`src/rtl/mem_port_arbiter_pkg.sv`:
```
// Shared types and default widths for the fetch/data memory port arbiter.
package mem_port_arbiter_pkg;

  localparam int unsigned ADDR_W = 6;
  localparam int unsigned DATA_W = 32;
  localparam int unsigned BE_W   = 4;
  localparam int unsigned CNT_W  = 4;
  localparam int unsigned STAT_W = 16;

  // Last owner of the memory port.
  typedef enum logic [1:0] {
    IDLE  = 2'd0,
    FETCH = 2'd1,
    DATA  = 2'd2
  } arb_state_t;

  // One memory access as presented on the mem_* lines.
  typedef struct packed {
    logic              en;
    logic              we;
    logic [ADDR_W-1:0] addr;
    logic [DATA_W-1:0] wdata;
    logic [BE_W-1:0]   be;
  } mem_cmd_t;

endpackage

```
`src/rtl/mem_port_arbiter_if.sv`:
```
// Core-side request/response lines and memory-side lines of the arbiter.
interface mem_port_arbiter_if;
  import mem_port_arbiter_pkg::*;

  logic              if_req;
  logic [ADDR_W-1:0] if_addr;
  logic              if_gnt;
  logic              if_valid;
  logic [DATA_W-1:0] if_rdata;

  logic              dm_req;
  logic              dm_we;
  logic [ADDR_W-1:0] dm_addr;
  logic [DATA_W-1:0] dm_wdata;
  logic [BE_W-1:0]   dm_be;
  logic              dm_gnt;
  logic              dm_valid;
  logic [DATA_W-1:0] dm_rdata;

  logic              mem_en;
  logic              mem_we;
  logic [ADDR_W-1:0] mem_addr;
  logic [DATA_W-1:0] mem_wdata;
  logic [BE_W-1:0]   mem_be;
  logic [DATA_W-1:0] mem_rdata;

  // Pipeline stages plus the memory array.
  modport master (
    output if_req, if_addr, dm_req, dm_we, dm_addr, dm_wdata, dm_be, mem_rdata,
    input  if_gnt, if_valid, if_rdata, dm_gnt, dm_valid, dm_rdata,
    input  mem_en, mem_we, mem_addr, mem_wdata, mem_be
  );

  // The arbiter.
  modport slave (
    input  if_req, if_addr, dm_req, dm_we, dm_addr, dm_wdata, dm_be, mem_rdata,
    output if_gnt, if_valid, if_rdata, dm_gnt, dm_valid, dm_rdata,
    output mem_en, mem_we, mem_addr, mem_wdata, mem_be
  );

endinterface

```
`src/rtl/mem_port_arbiter_starve_ctr.sv`:
```
// Saturating count of consecutive denied fetch cycles; at_max_o forces a fetch win.
module arb_starve_ctr
  import mem_port_arbiter_pkg::*;
#(
  parameter int unsigned MAX = 3
) (
  input  logic clk,
  input  logic rst_n,
  input  logic clr_i,
  input  logic inc_i,
  output logic at_max_o
);

  logic [CNT_W-1:0] cnt_q, cnt_d;

  always_comb begin
    cnt_d = cnt_q;
    if (clr_i) begin
      cnt_d = '0;
    end else if (inc_i && (cnt_q != CNT_W'(MAX))) begin
      cnt_d = cnt_q + CNT_W'(1);
    end
  end

  always_ff @(posedge clk or negedge rst_n) begin
    if (!rst_n) begin
      cnt_q <= '0;
    end else begin
      cnt_q <= cnt_d;
    end
  end

  assign at_max_o = (cnt_q == CNT_W'(MAX));

endmodule

```
`src/rtl/mem_port_arbiter.sv`:
```
// Data-first arbiter for one single-ported word memory shared by fetch and data ports.
// Define MEM_ARB_STATS_EN to add saturating conflict/fetch-stall counters.
module mem_port_arbiter
  import mem_port_arbiter_pkg::*;
#(
  parameter int unsigned STARVE_MAX = 3
) (
  input  logic               clk,
  input  logic               rst_n,
  mem_port_arbiter_if.slave  bus
`ifdef MEM_ARB_STATS_EN
  ,
  output logic [STAT_W-1:0]  conflict_cnt_o,
  output logic [STAT_W-1:0]  if_stall_cnt_o
`endif
);

  arb_state_t        state_q, state_d;
  logic              if_gnt_c, dm_gnt_c;
  logic              at_max;
  mem_cmd_t          cmd_c;
  logic              if_valid_q, if_valid_d;
  logic              dm_valid_q, dm_valid_d;
  logic [DATA_W-1:0] if_rdata_q, if_rdata_d;
  logic [DATA_W-1:0] dm_rdata_q, dm_rdata_d;

  arb_starve_ctr #(
    .MAX (STARVE_MAX)
  ) u_starve (
    .clk      (clk),
    .rst_n    (rst_n),
    .clr_i    (if_gnt_c | ~bus.if_req),
    .inc_i    (bus.if_req & ~if_gnt_c),
    .at_max_o (at_max)
  );

  // State register: last owner of the port.
  always_ff @(posedge clk or negedge rst_n) begin
    if (!rst_n) begin
      state_q <= IDLE;
    end else begin
      state_q <= state_d;
    end
  end

  // Next state follows the grant of the current cycle.
  always_comb begin
    state_d = state_q;
    if (if_gnt_c) begin
      state_d = FETCH;
    end else if (dm_gnt_c) begin
      state_d = DATA;
    end else begin
      state_d = IDLE;
    end
  end

  // Grants, memory command and response capture values.
  always_comb begin
    if_gnt_c   = 1'b0;
    dm_gnt_c   = 1'b0;
    cmd_c      = '0;
    if_valid_d = 1'b0;
    dm_valid_d = 1'b0;
    if_rdata_d = if_rdata_q;
    dm_rdata_d = dm_rdata_q;

    // Grants are gated by reset so nothing reaches the array while held.
    if (rst_n) begin
      if (bus.dm_req && !(bus.if_req && at_max)) begin
        dm_gnt_c = 1'b1;
      end else if (bus.if_req) begin
        if_gnt_c = 1'b1;
      end
    end

    if (dm_gnt_c) begin
      cmd_c.en    = 1'b1;
      cmd_c.we    = bus.dm_we;
      cmd_c.addr  = bus.dm_addr;
      cmd_c.wdata = bus.dm_wdata;
      cmd_c.be    = bus.dm_be;
    end else if (if_gnt_c) begin
      cmd_c.en    = 1'b1;
      cmd_c.addr  = bus.if_addr;
      cmd_c.be    = '1;
    end

    if_valid_d = if_gnt_c;
    dm_valid_d = dm_gnt_c & ~bus.dm_we;
    if (if_valid_d) begin
      if_rdata_d = bus.mem_rdata;
    end
    if (dm_valid_d) begin
      dm_rdata_d = bus.mem_rdata;
    end
  end

  // Read responses, one cycle after the grant.
  always_ff @(posedge clk or negedge rst_n) begin
    if (!rst_n) begin
      if_valid_q <= 1'b0;
      dm_valid_q <= 1'b0;
      if_rdata_q <= '0;
      dm_rdata_q <= '0;
    end else begin
      if_valid_q <= if_valid_d;
      dm_valid_q <= dm_valid_d;
      if_rdata_q <= if_rdata_d;
      dm_rdata_q <= dm_rdata_d;
    end
  end

  assign bus.if_gnt    = if_gnt_c;
  assign bus.dm_gnt    = dm_gnt_c;
  assign bus.mem_en    = cmd_c.en;
  assign bus.mem_we    = cmd_c.we;
  assign bus.mem_addr  = cmd_c.addr;
  assign bus.mem_wdata = cmd_c.wdata;
  assign bus.mem_be    = cmd_c.be;
  assign bus.if_valid  = if_valid_q;
  assign bus.if_rdata  = if_rdata_q;
  assign bus.dm_valid  = dm_valid_q;
  assign bus.dm_rdata  = dm_rdata_q;

`ifdef MEM_ARB_STATS_EN
  logic [STAT_W-1:0] conflict_q, conflict_d;
  logic [STAT_W-1:0] stall_q, stall_d;

  // Saturating event counters.
  always_comb begin
    conflict_d = conflict_q;
    stall_d    = stall_q;
    if (bus.if_req && bus.dm_req && (conflict_q != '1)) begin
      conflict_d = conflict_q + STAT_W'(1);
    end
    if (bus.if_req && !if_gnt_c && (stall_q != '1)) begin
      stall_d = stall_q + STAT_W'(1);
    end
  end

  always_ff @(posedge clk or negedge rst_n) begin
    if (!rst_n) begin
      conflict_q <= '0;
      stall_q    <= '0;
    end else begin
      conflict_q <= conflict_d;
      stall_q    <= stall_d;
    end
  end

  assign conflict_cnt_o = conflict_q;
  assign if_stall_cnt_o = stall_q;
`endif

endmodule

```
`src/flat_wrapper.sv`:
```
// flat-port wrapper written by rule: the top's interface ports become plain ports
module mem_port_arbiter_flat import mem_port_arbiter_pkg::*;
#(
  parameter int unsigned STARVE_MAX = 3
)
  (clk, rst_n, bus_if_req, bus_if_addr, bus_dm_req, bus_dm_we, bus_dm_addr, bus_dm_wdata, bus_dm_be, bus_mem_rdata, bus_if_gnt, bus_if_valid, bus_if_rdata, bus_dm_gnt, bus_dm_valid, bus_dm_rdata, bus_mem_en, bus_mem_we, bus_mem_addr, bus_mem_wdata, bus_mem_be);
  mem_port_arbiter_if bus_i ();
  input  logic clk;
  input  logic rst_n;
  input wire logic [$bits(bus_i.if_req)-1:0] bus_if_req;
  input wire logic [$bits(bus_i.if_addr)-1:0] bus_if_addr;
  input wire logic [$bits(bus_i.dm_req)-1:0] bus_dm_req;
  input wire logic [$bits(bus_i.dm_we)-1:0] bus_dm_we;
  input wire logic [$bits(bus_i.dm_addr)-1:0] bus_dm_addr;
  input wire logic [$bits(bus_i.dm_wdata)-1:0] bus_dm_wdata;
  input wire logic [$bits(bus_i.dm_be)-1:0] bus_dm_be;
  input wire logic [$bits(bus_i.mem_rdata)-1:0] bus_mem_rdata;
  output wire logic [$bits(bus_i.if_gnt)-1:0] bus_if_gnt;
  output wire logic [$bits(bus_i.if_valid)-1:0] bus_if_valid;
  output wire logic [$bits(bus_i.if_rdata)-1:0] bus_if_rdata;
  output wire logic [$bits(bus_i.dm_gnt)-1:0] bus_dm_gnt;
  output wire logic [$bits(bus_i.dm_valid)-1:0] bus_dm_valid;
  output wire logic [$bits(bus_i.dm_rdata)-1:0] bus_dm_rdata;
  output wire logic [$bits(bus_i.mem_en)-1:0] bus_mem_en;
  output wire logic [$bits(bus_i.mem_we)-1:0] bus_mem_we;
  output wire logic [$bits(bus_i.mem_addr)-1:0] bus_mem_addr;
  output wire logic [$bits(bus_i.mem_wdata)-1:0] bus_mem_wdata;
  output wire logic [$bits(bus_i.mem_be)-1:0] bus_mem_be;
  assign bus_i.if_req = bus_if_req;
  assign bus_i.if_addr = bus_if_addr;
  assign bus_i.dm_req = bus_dm_req;
  assign bus_i.dm_we = bus_dm_we;
  assign bus_i.dm_addr = bus_dm_addr;
  assign bus_i.dm_wdata = bus_dm_wdata;
  assign bus_i.dm_be = bus_dm_be;
  assign bus_i.mem_rdata = bus_mem_rdata;
  assign bus_if_gnt = bus_i.if_gnt;
  assign bus_if_valid = bus_i.if_valid;
  assign bus_if_rdata = bus_i.if_rdata;
  assign bus_dm_gnt = bus_i.dm_gnt;
  assign bus_dm_valid = bus_i.dm_valid;
  assign bus_dm_rdata = bus_i.dm_rdata;
  assign bus_mem_en = bus_i.mem_en;
  assign bus_mem_we = bus_i.mem_we;
  assign bus_mem_addr = bus_i.mem_addr;
  assign bus_mem_wdata = bus_i.mem_wdata;
  assign bus_mem_be = bus_i.mem_be;
  mem_port_arbiter #(.STARVE_MAX(STARVE_MAX)) u_core (.clk(clk), .rst_n(rst_n), .bus(bus_i));
endmodule
```
`config.mk`:
```
export PLATFORM = sky130hd
export DESIGN_NAME = mem_port_arbiter_flat
export DESIGN_NICKNAME = d
export VERILOG_FILES = /design/src/rtl/mem_port_arbiter_pkg.sv /design/src/rtl/mem_port_arbiter_if.sv /design/src/rtl/mem_port_arbiter_starve_ctr.sv /design/src/rtl/mem_port_arbiter.sv /design/src/flat_wrapper.sv
export SDC_FILE = /design/constraint.sdc
export NUM_CORES = 1
export LEC_CHECK = 0
export ABC_CLOCK_PERIOD_IN_PS = 2100
export BUFFER_PORTS_ARGS = -buffer_cell sky130_fd_sc_hd__buf_2
export CAP_MARGIN = 20
export CORE_ASPECT_RATIO = 0.9
export CORE_MARGIN = 2
export CORE_UTILIZATION = 42
export DETAILED_ROUTE_END_ITERATION = 12
export PLACE_DENSITY = 0.8
export SLEW_MARGIN = 0
export SYNTH_ARGS = -nofsm -noshare
export SYNTH_HDL_FRONTEND = slang
export SYNTH_SLANG_ARGS = --single-unit
```
`constraint.sdc`:
```
create_clock -name clk -period 2.1 [get_ports clk]
set_input_delay 0.21 -clock clk [delete_from_list [all_inputs] [get_ports clk]]
set_output_delay 0.21 -clock clk [all_outputs]
set_load 0.005 [all_outputs]
```
==> flow_metrics.env, run 1 <==
export IMPL_clock_fmax_mhz=451
export IMPL_wl_um=8810
export IMPL_cap_violations=0
export IMPL_intPower_mw=2.79
export IMPL_drc=0
export IMPL_dieArea_um2=7870
export IMPL_grt_ovfl_total=0
export IMPL_wire_per_inst_um=16.9
export IMPL_regArea_um2=1750
export IMPL_rsz0062_at_grt="true"
export IMPL_finalSetupViolations=43
export IMPL_synthMuxAreaShare=0.239
export IMPL_synthMostInstantiatedCell="dfrtp_1"
export IMPL_crit_path_start_kind="flop"
export IMPL_htreeDepth=3
export IMPL_synth_seq_area_share=0.582
export IMPL_synth_fa_ha_area_frac=0.00415
export IMPL_cts_tree="yes"
export IMPL_ios=197
export IMPL_vias=2483
export IMPL_grt_pass1_wl_um=13000
export IMPL_totalPowerFinal_mw=3.76
export IMPL_endpoint_kind="output port"
export IMPL_synth_area_leader_cell="dfrtp_1"
export IMPL_clk_pin_slew_ps=80
export IMPL_num_rows=29
export IMPL_antenna_cells=0
export IMPL_holdWs_ps=105
export IMPL_grt_pass1_vias=2471
export IMPL_power_frac_seq=0.456
export IMPL_routed_via_density=4.76
export IMPL_fin_crit_ps=2220
export IMPL_layout_nets=510
export IMPL_peakVddDrop_mv=0.484
export IMPL_p_leak_nw=2.36
export IMPL_fin_crit_sh=1.06
export IMPL_synth_edf_count=0
export IMPL_place_inst=497
export IMPL_p_sw_uw=971
export IMPL_root_buffer="clkbuf_8"
export IMPL_switching_share=0.258
export IMPL_antenna_found_initial=1
export IMPL_syn_area_um2=3010
export IMPL_p_per_area_nw_per_um2=834
export IMPL_port_buffers=196
export IMPL_synth_xor_area_frac=0.00291
export IMPL_synth_top_cell_area_share=0.582
export IMPL_p_comb_frac=0.222
export IMPL_synth_compound_gate_area_share=0.0478
export IMPL_relSlewSlack=0.400
export IMPL_ys_seq_elements=70
export IMPL_yosys_top_cells_count="dfrtp_1, mux2_2, and2_1"
export IMPL_worst_slack_ps=-116
export IMPL_synth_nets=297
export IMPL_synth_top_family_by_area="multiplexers"
export IMPL_globalplace_congestion=0.835
export IMPL_cts_buffers=9
export IMPL_synthSimpleGateAreaFrac=0.0989
export IMPL_clock_sinks=70
export IMPL_final_setup_skew_ps=11.9
export IMPL_fin_cells=522
export IMPL_hp_class="primary input to flop"
export IMPL_area_delta_synth_final_pct=49.9
export IMPL_status="finished, violations left"
export IMPL_cts_path_max_buffers=2
export IMPL_start_util=0.430
export IMPL_pre_cts_ws_ps=-168
export IMPL_grt_max_degree=75
export IMPL_maxSlewViolCount=0
export IMPL_die_h_um=84.3
export IMPL_dp_hpwl_um=6260
export IMPL_required_ps=1890
export IMPL_clock_latency_ps=350
export IMPL_violations="setup timing"
export IMPL_multi_input_area_um2=1220
export IMPL_core_area_um2=7000
export IMPL_drt_pass1_iterations=4
export IMPL_antenna_left=0
export IMPL_ys_warn_count=0
export IMPL_syn_mean_instance_area_um2=14.3
export IMPL_crit_type="flop to output port"
export IMPL_p_clk_frac=0.323
export IMPL_synth_cells=211
export IMPL_synth_flop_cell="dfrtp_1"
export IMPL_synth_distinct_cells=23
export IMPL_synthTopCellsByArea="dfrtp_1, mux2_2, and2_1"
export IMPL_track_usage=0.217
export IMPL_drtIter0Drc=129
export IMPL_chipWidth_um=93.3
export IMPL_hold_viol_final=0
export IMPL_fillers=561
export IMPL_async_flop_share=1.00
export IMPL_arrival_ps=2010
export IMPL_path_max_fanout=13
export IMPL_worst_pin_slew_ps=901
export IMPL_drive_gt1_frac=0.695
## cell usage in the layout, fill, tap and decap left out, types with 3 or more instances in the layout
cell type    n
nand3b_1     4
a22o_1       6
buf_2      196
buf_4        9
dfrtp_1     70
and2_1      32
nand2_1      3
buf_12       3
a21o_1       4
mux2_2      64
a21oi_4      3
clkbuf_8    10
## path summary, 6_finish.rpt
kind                                           end  slack (ps)  depth (start not counted)                      from
setup / recovery                   bus_mem_addr[3]        -120                          7  u_core.u_starve.cnt_q[1]
hold / removal             u_core.bus.if_rdata[30]         100                          2         bus_mem_rdata[30]
setup reg to reg           u_core.bus.if_rdata[25]         -10                          8  u_core.u_starve.cnt_q[1]
hold reg to reg            u_core.bus.dm_rdata[24]         500                          1   u_core.bus.dm_rdata[24]
max in group asynchronous  u_core.bus.dm_rdata[25]        1400                          2                     rst_n
min in group asynchronous  u_core.bus.if_rdata[20]         130                          2                     rst_n
## power groups by stage
stage	logic [mW]	registers, mW	clock network (mW)
3_5_place_dp	0.813	1.74	0
5_1_grt	0.909	1.75	1.30
3_3_place_gp	0.784	1.73	0
6_report	0.835	1.72	1.21
2_1_floorplan	0.312	1.76	0
4_1_cts	0.832	1.72	1.23
## metrics by stage
step / instance area, µm² / util / setup TNS [ps]
detailed placement: 4130 / 0.590 / -6010
CTS: 4430 / 0.633 / -877
global placement: 4130 / 0.590 / -2000
floorplan: 3010 / - / 0
global route: 4510 / 0.645 / -6640
finish: 4510 / 0.645 / -1330
## critical path, stage by stage, from the launching register on
cell     delay (ps)
dfrtp_1         370
ha_1            170
buf_4           120
or3b_4          390
a21oi_4         180
buf_12          160
a22o_1          140
buf_2           110
## logic make-up (layout without fill, tap and decap cells)
| kind of cell | count (synthesis) | count (layout) |
|---|---|---|
| flops | 70 | 70 |
| mux | 64 | 64 |
| simple gates | 47 | 47 |
| xor+xnor | 1 | 1 |
| buf+inv | 11 | 228 |
| fa+ha+maj | 1 | 1 |
| compound gates | 17 | 18 |
## state kept, by name (all words and copies together), names as in the netlist
signal / count
u_core.bus.dm_rdata: 32
u_core.bus.dm_valid: 1
u_core.bus.if_valid: 1
u_core.bus.if_rdata: 32
u_core.u_starve.cnt_q: 4
## layer usage
layer	wire length (µm)	vias up	GRT usage
met1	3690	1214	0.293
li1	-	1176	-
met3	554	7	0.0566
met2	4480	86	0.352
met4	77	0	0.0575
met5	0	-	0
## area by class of cell
type,instances,share of cell area
Clock inverter,5,0.0183
Multi-Input combinational cell,131,0.271
Tap cell,93,0.0258
Clock buffer,11,0.0313
Timing Repair Buffer,212,0.266
Sequential cell,70,0.388
## repair_timing
item / 4_1_cts / 5_1_grt
pin swaps: 2 / 1
cloned: 2 / 2
setup buffers: 3 / 2
endpoints found under the setup margin: 45 / 73
hold buffers: 0 / 0
gates resized for setup: 2 / 7
(Power assumes the default switching activity.)
==> inputs of run 2 (changes only) <==
--- a/config.mk
+++ b/config.mk
@@ -13,6 +13,7 @@
 export CORE_UTILIZATION = 42
 export DETAILED_ROUTE_END_ITERATION = 12
 export PLACE_DENSITY = 0.8
+export SKIP_CTS_REPAIR_TIMING = 1
 export SLEW_MARGIN = 0
 export SYNTH_ARGS = -nofsm -noshare
 export SYNTH_HDL_FRONTEND = slang
==> run 2 against run 1 <==
Via count grew 0.12%; largest power group unchanged; the run still ends with setup timing left; cell count shrank 0.77%; critical path type unchanged; cell area shrank 1.8%; critical endpoint unchanged.
==> flow_metrics.env, run 2 (same netlist as run 1, synthesis figures left out) <==
export IMPL_status="finished, violations left"
export IMPL_violations="setup timing"
export IMPL_area_delta_synth_final_pct=47.2
export IMPL_wire_per_inst_um=16.4
export IMPL_crit_chain="ha_1, buf_4, or3b_4, a21oi_4, buf_12, a22o_1, buf_2"
export IMPL_routed_via_density=4.80
export IMPL_drt_pass1_iterations=4
export IMPL_rrSetupSlack_ps=50
export IMPL_drc=0
export IMPL_crit_type="flop to output port"
export IMPL_critPathTopFamily="simple AND/OR/NAND/NOR gates"
export IMPL_max_stage_delay_ps=400
export IMPL_clock_sinks=70
export IMPL_wl_um=8490
export IMPL_die_h_um=84.3
export IMPL_clock_fmax_mhz=452
export IMPL_ios=197
export IMPL_hold_depth=2
export IMPL_clock_latency_ps=350
export IMPL_p_sw_uw=960
export IMPL_htreeDepth=3
export IMPL_place_inst=497
export IMPL_r2r_start="u_core.u_starve.cnt_q[1]"
export IMPL_clk_pin_slew_ps=80
export IMPL_grt_ovfl_total=0
export IMPL_finalSetupViolations=22
export IMPL_cts_buffers=9
export IMPL_detailed_place_area_um2=4130
export IMPL_fin_cells=518
export IMPL_cp_slowest_cell="or3b_4"
export IMPL_worst_path_buf_inv=3
export IMPL_grt_pass1_vias=2425
export IMPL_dp_hpwl_um=6260
export IMPL_chipWidth_um=93.3
export IMPL_track_usage=0.209
export IMPL_arrival_ps=2000
export IMPL_rsz0062_at_grt="true"
export IMPL_antenna_cells=0
export IMPL_globalplace_congestion=0.835
export IMPL_num_rows=29
export IMPL_cap_violations=0
export IMPL_final_setup_skew_ps=9.81
export IMPL_dieArea_um2=7870
export IMPL_p_clk_frac=0.323
export IMPL_final_common_cell="buf_2"
export IMPL_grt_pass1_wl_um=12600
export IMPL_layout_nets=506
export IMPL_worst_slack_ps=-112
export IMPL_peakVddDrop_mv=0.486
export IMPL_met1Wirelength_um=3560
export IMPL_antenna_left=0
export IMPL_maxSlewViolCount=0
export IMPL_drive_gt1_frac=0.689
export IMPL_drtIter0Drc=123
export IMPL_required_ps=1890
export IMPL_root_buffer="clkbuf_8"
export IMPL_totalPowerFinal_mw=3.74
export IMPL_crit_path_start_kind="flop"
export IMPL_cp_startpoint="u_core.u_starve.cnt_q[1]"
export IMPL_switching_share=0.257
export IMPL_fin_crit_ps=2210
export IMPL_intPower_mw=2.78
export IMPL_final_area_um2=4430
export IMPL_antenna_found_initial=1
export IMPL_start_util=0.430
export IMPL_hold_viol_final=0
export IMPL_port_buffers=196
export IMPL_route_met2_wl_um=4330
export IMPL_min_from="bus_mem_rdata[30]"
export IMPL_wl_met3_um=500
export IMPL_p_comb_frac=0.218
export IMPL_dr_max_layer_used="met4"
export IMPL_endpoint_kind="output port"
export IMPL_cts_tree="yes"
export IMPL_fin_crit_sh=1.05
export IMPL_pre_cts_ws_ps=-168
export IMPL_hp_class="primary input to flop"
export IMPL_worst_pin_slew_ps=901
export IMPL_power_frac_seq=0.458
export IMPL_vias=2486
export IMPL_final_cell_mix="buf_2, dfrtp_1, mux2_2, and2_1, clkbuf_8"
export IMPL_min_to="u_core.bus.if_rdata[30]"
export IMPL_p_per_area_nw_per_um2=844
export IMPL_cts_path_max_buffers=2
export IMPL_core_area_um2=7000
export IMPL_rr_worst_depth=7
export IMPL_fillers=571
export IMPL_p_leak_nw=2.32
export IMPL_grt_max_degree=75
export IMPL_path_max_fanout=13
export IMPL_r2r_end="u_core.bus.if_rdata[13]"
export IMPL_relSlewSlack=0.399
-- run 2: changes by cell type in the layout (fill, tap and decap cells not counted), sizes merged --
cell,delta
clkbuf,-1
buf,-3
-- run 2: per-stage QoR --
stage	TNS [ps]	utilization	hold slack (ps)
after floorplan	0	-	-85.6
after detailed placement	-6010	0.590	460
after global routing	-4150	0.633	95.5
final	-837	0.633	105
after CTS	-22510	0.622	91.5
after global placement	-2000	0.590	452
-- run 2: worst register-to-register path, delay by kind of cell (launching register included) --
kind | cells | cell delay [ps]
compound gates | 1 | 180
simple gates | 1 | 400
buf+inv | 3 | 440
flops | 1 | 370
mux | 1 | 370
fa+ha+maj | 1 | 170
-- run 2: how the worst max path moves through the flow --
stage	slack (ps)	to	cells after the start
2_1_floorplan	260	u_core.bus.dm_rdata[10]	5
3_3_place_gp	-60	bus_mem_addr[3]	5
3_5_place_dp	-170	bus_mem_wdata[9]	5
4_1_cts	-560	bus_mem_addr[3]	5
5_1_grt	-180	bus_mem_addr[0]	7
6_report	-110	bus_mem_addr[3]	7
-- run 2: layout make-up --
| type | count | area, µm² | share of cell area |
|---|---|---|---|
| clock buffer | 11 | 141 | 0.0319 |
| multi-input combinational | 131 | 1220 | 0.275 |
| sequential | 70 | 1750 | 0.395 |
| clock inverter | 5 | 82.6 | 0.0186 |
| tap | 93 | 116 | 0.0263 |
| timing repair buffer | 208 | 1120 | 0.253 |
-- run 2: power by group through the flow --
stage	Combinational (mW)	Sequential [mW]	Clock, mW
floorplan	0.312	1.76	0
global placement	0.784	1.73	0
detailed placement	0.813	1.74	0
CTS	0.815	1.72	1.23
global route	0.890	1.74	1.29
finish	0.817	1.71	1.21
-- run 2: per-layer routing --
| metal | vias to the layer above | GRT usage |
|---|---|---|
| li1 | 1161 | - |
| met1 | 1223 | 0.280 |
| met3 | 10 | 0.0557 |
| met5 | - | 0 |
| met4 | 0 | 0.0575 |
| met2 | 92 | 0.336 |
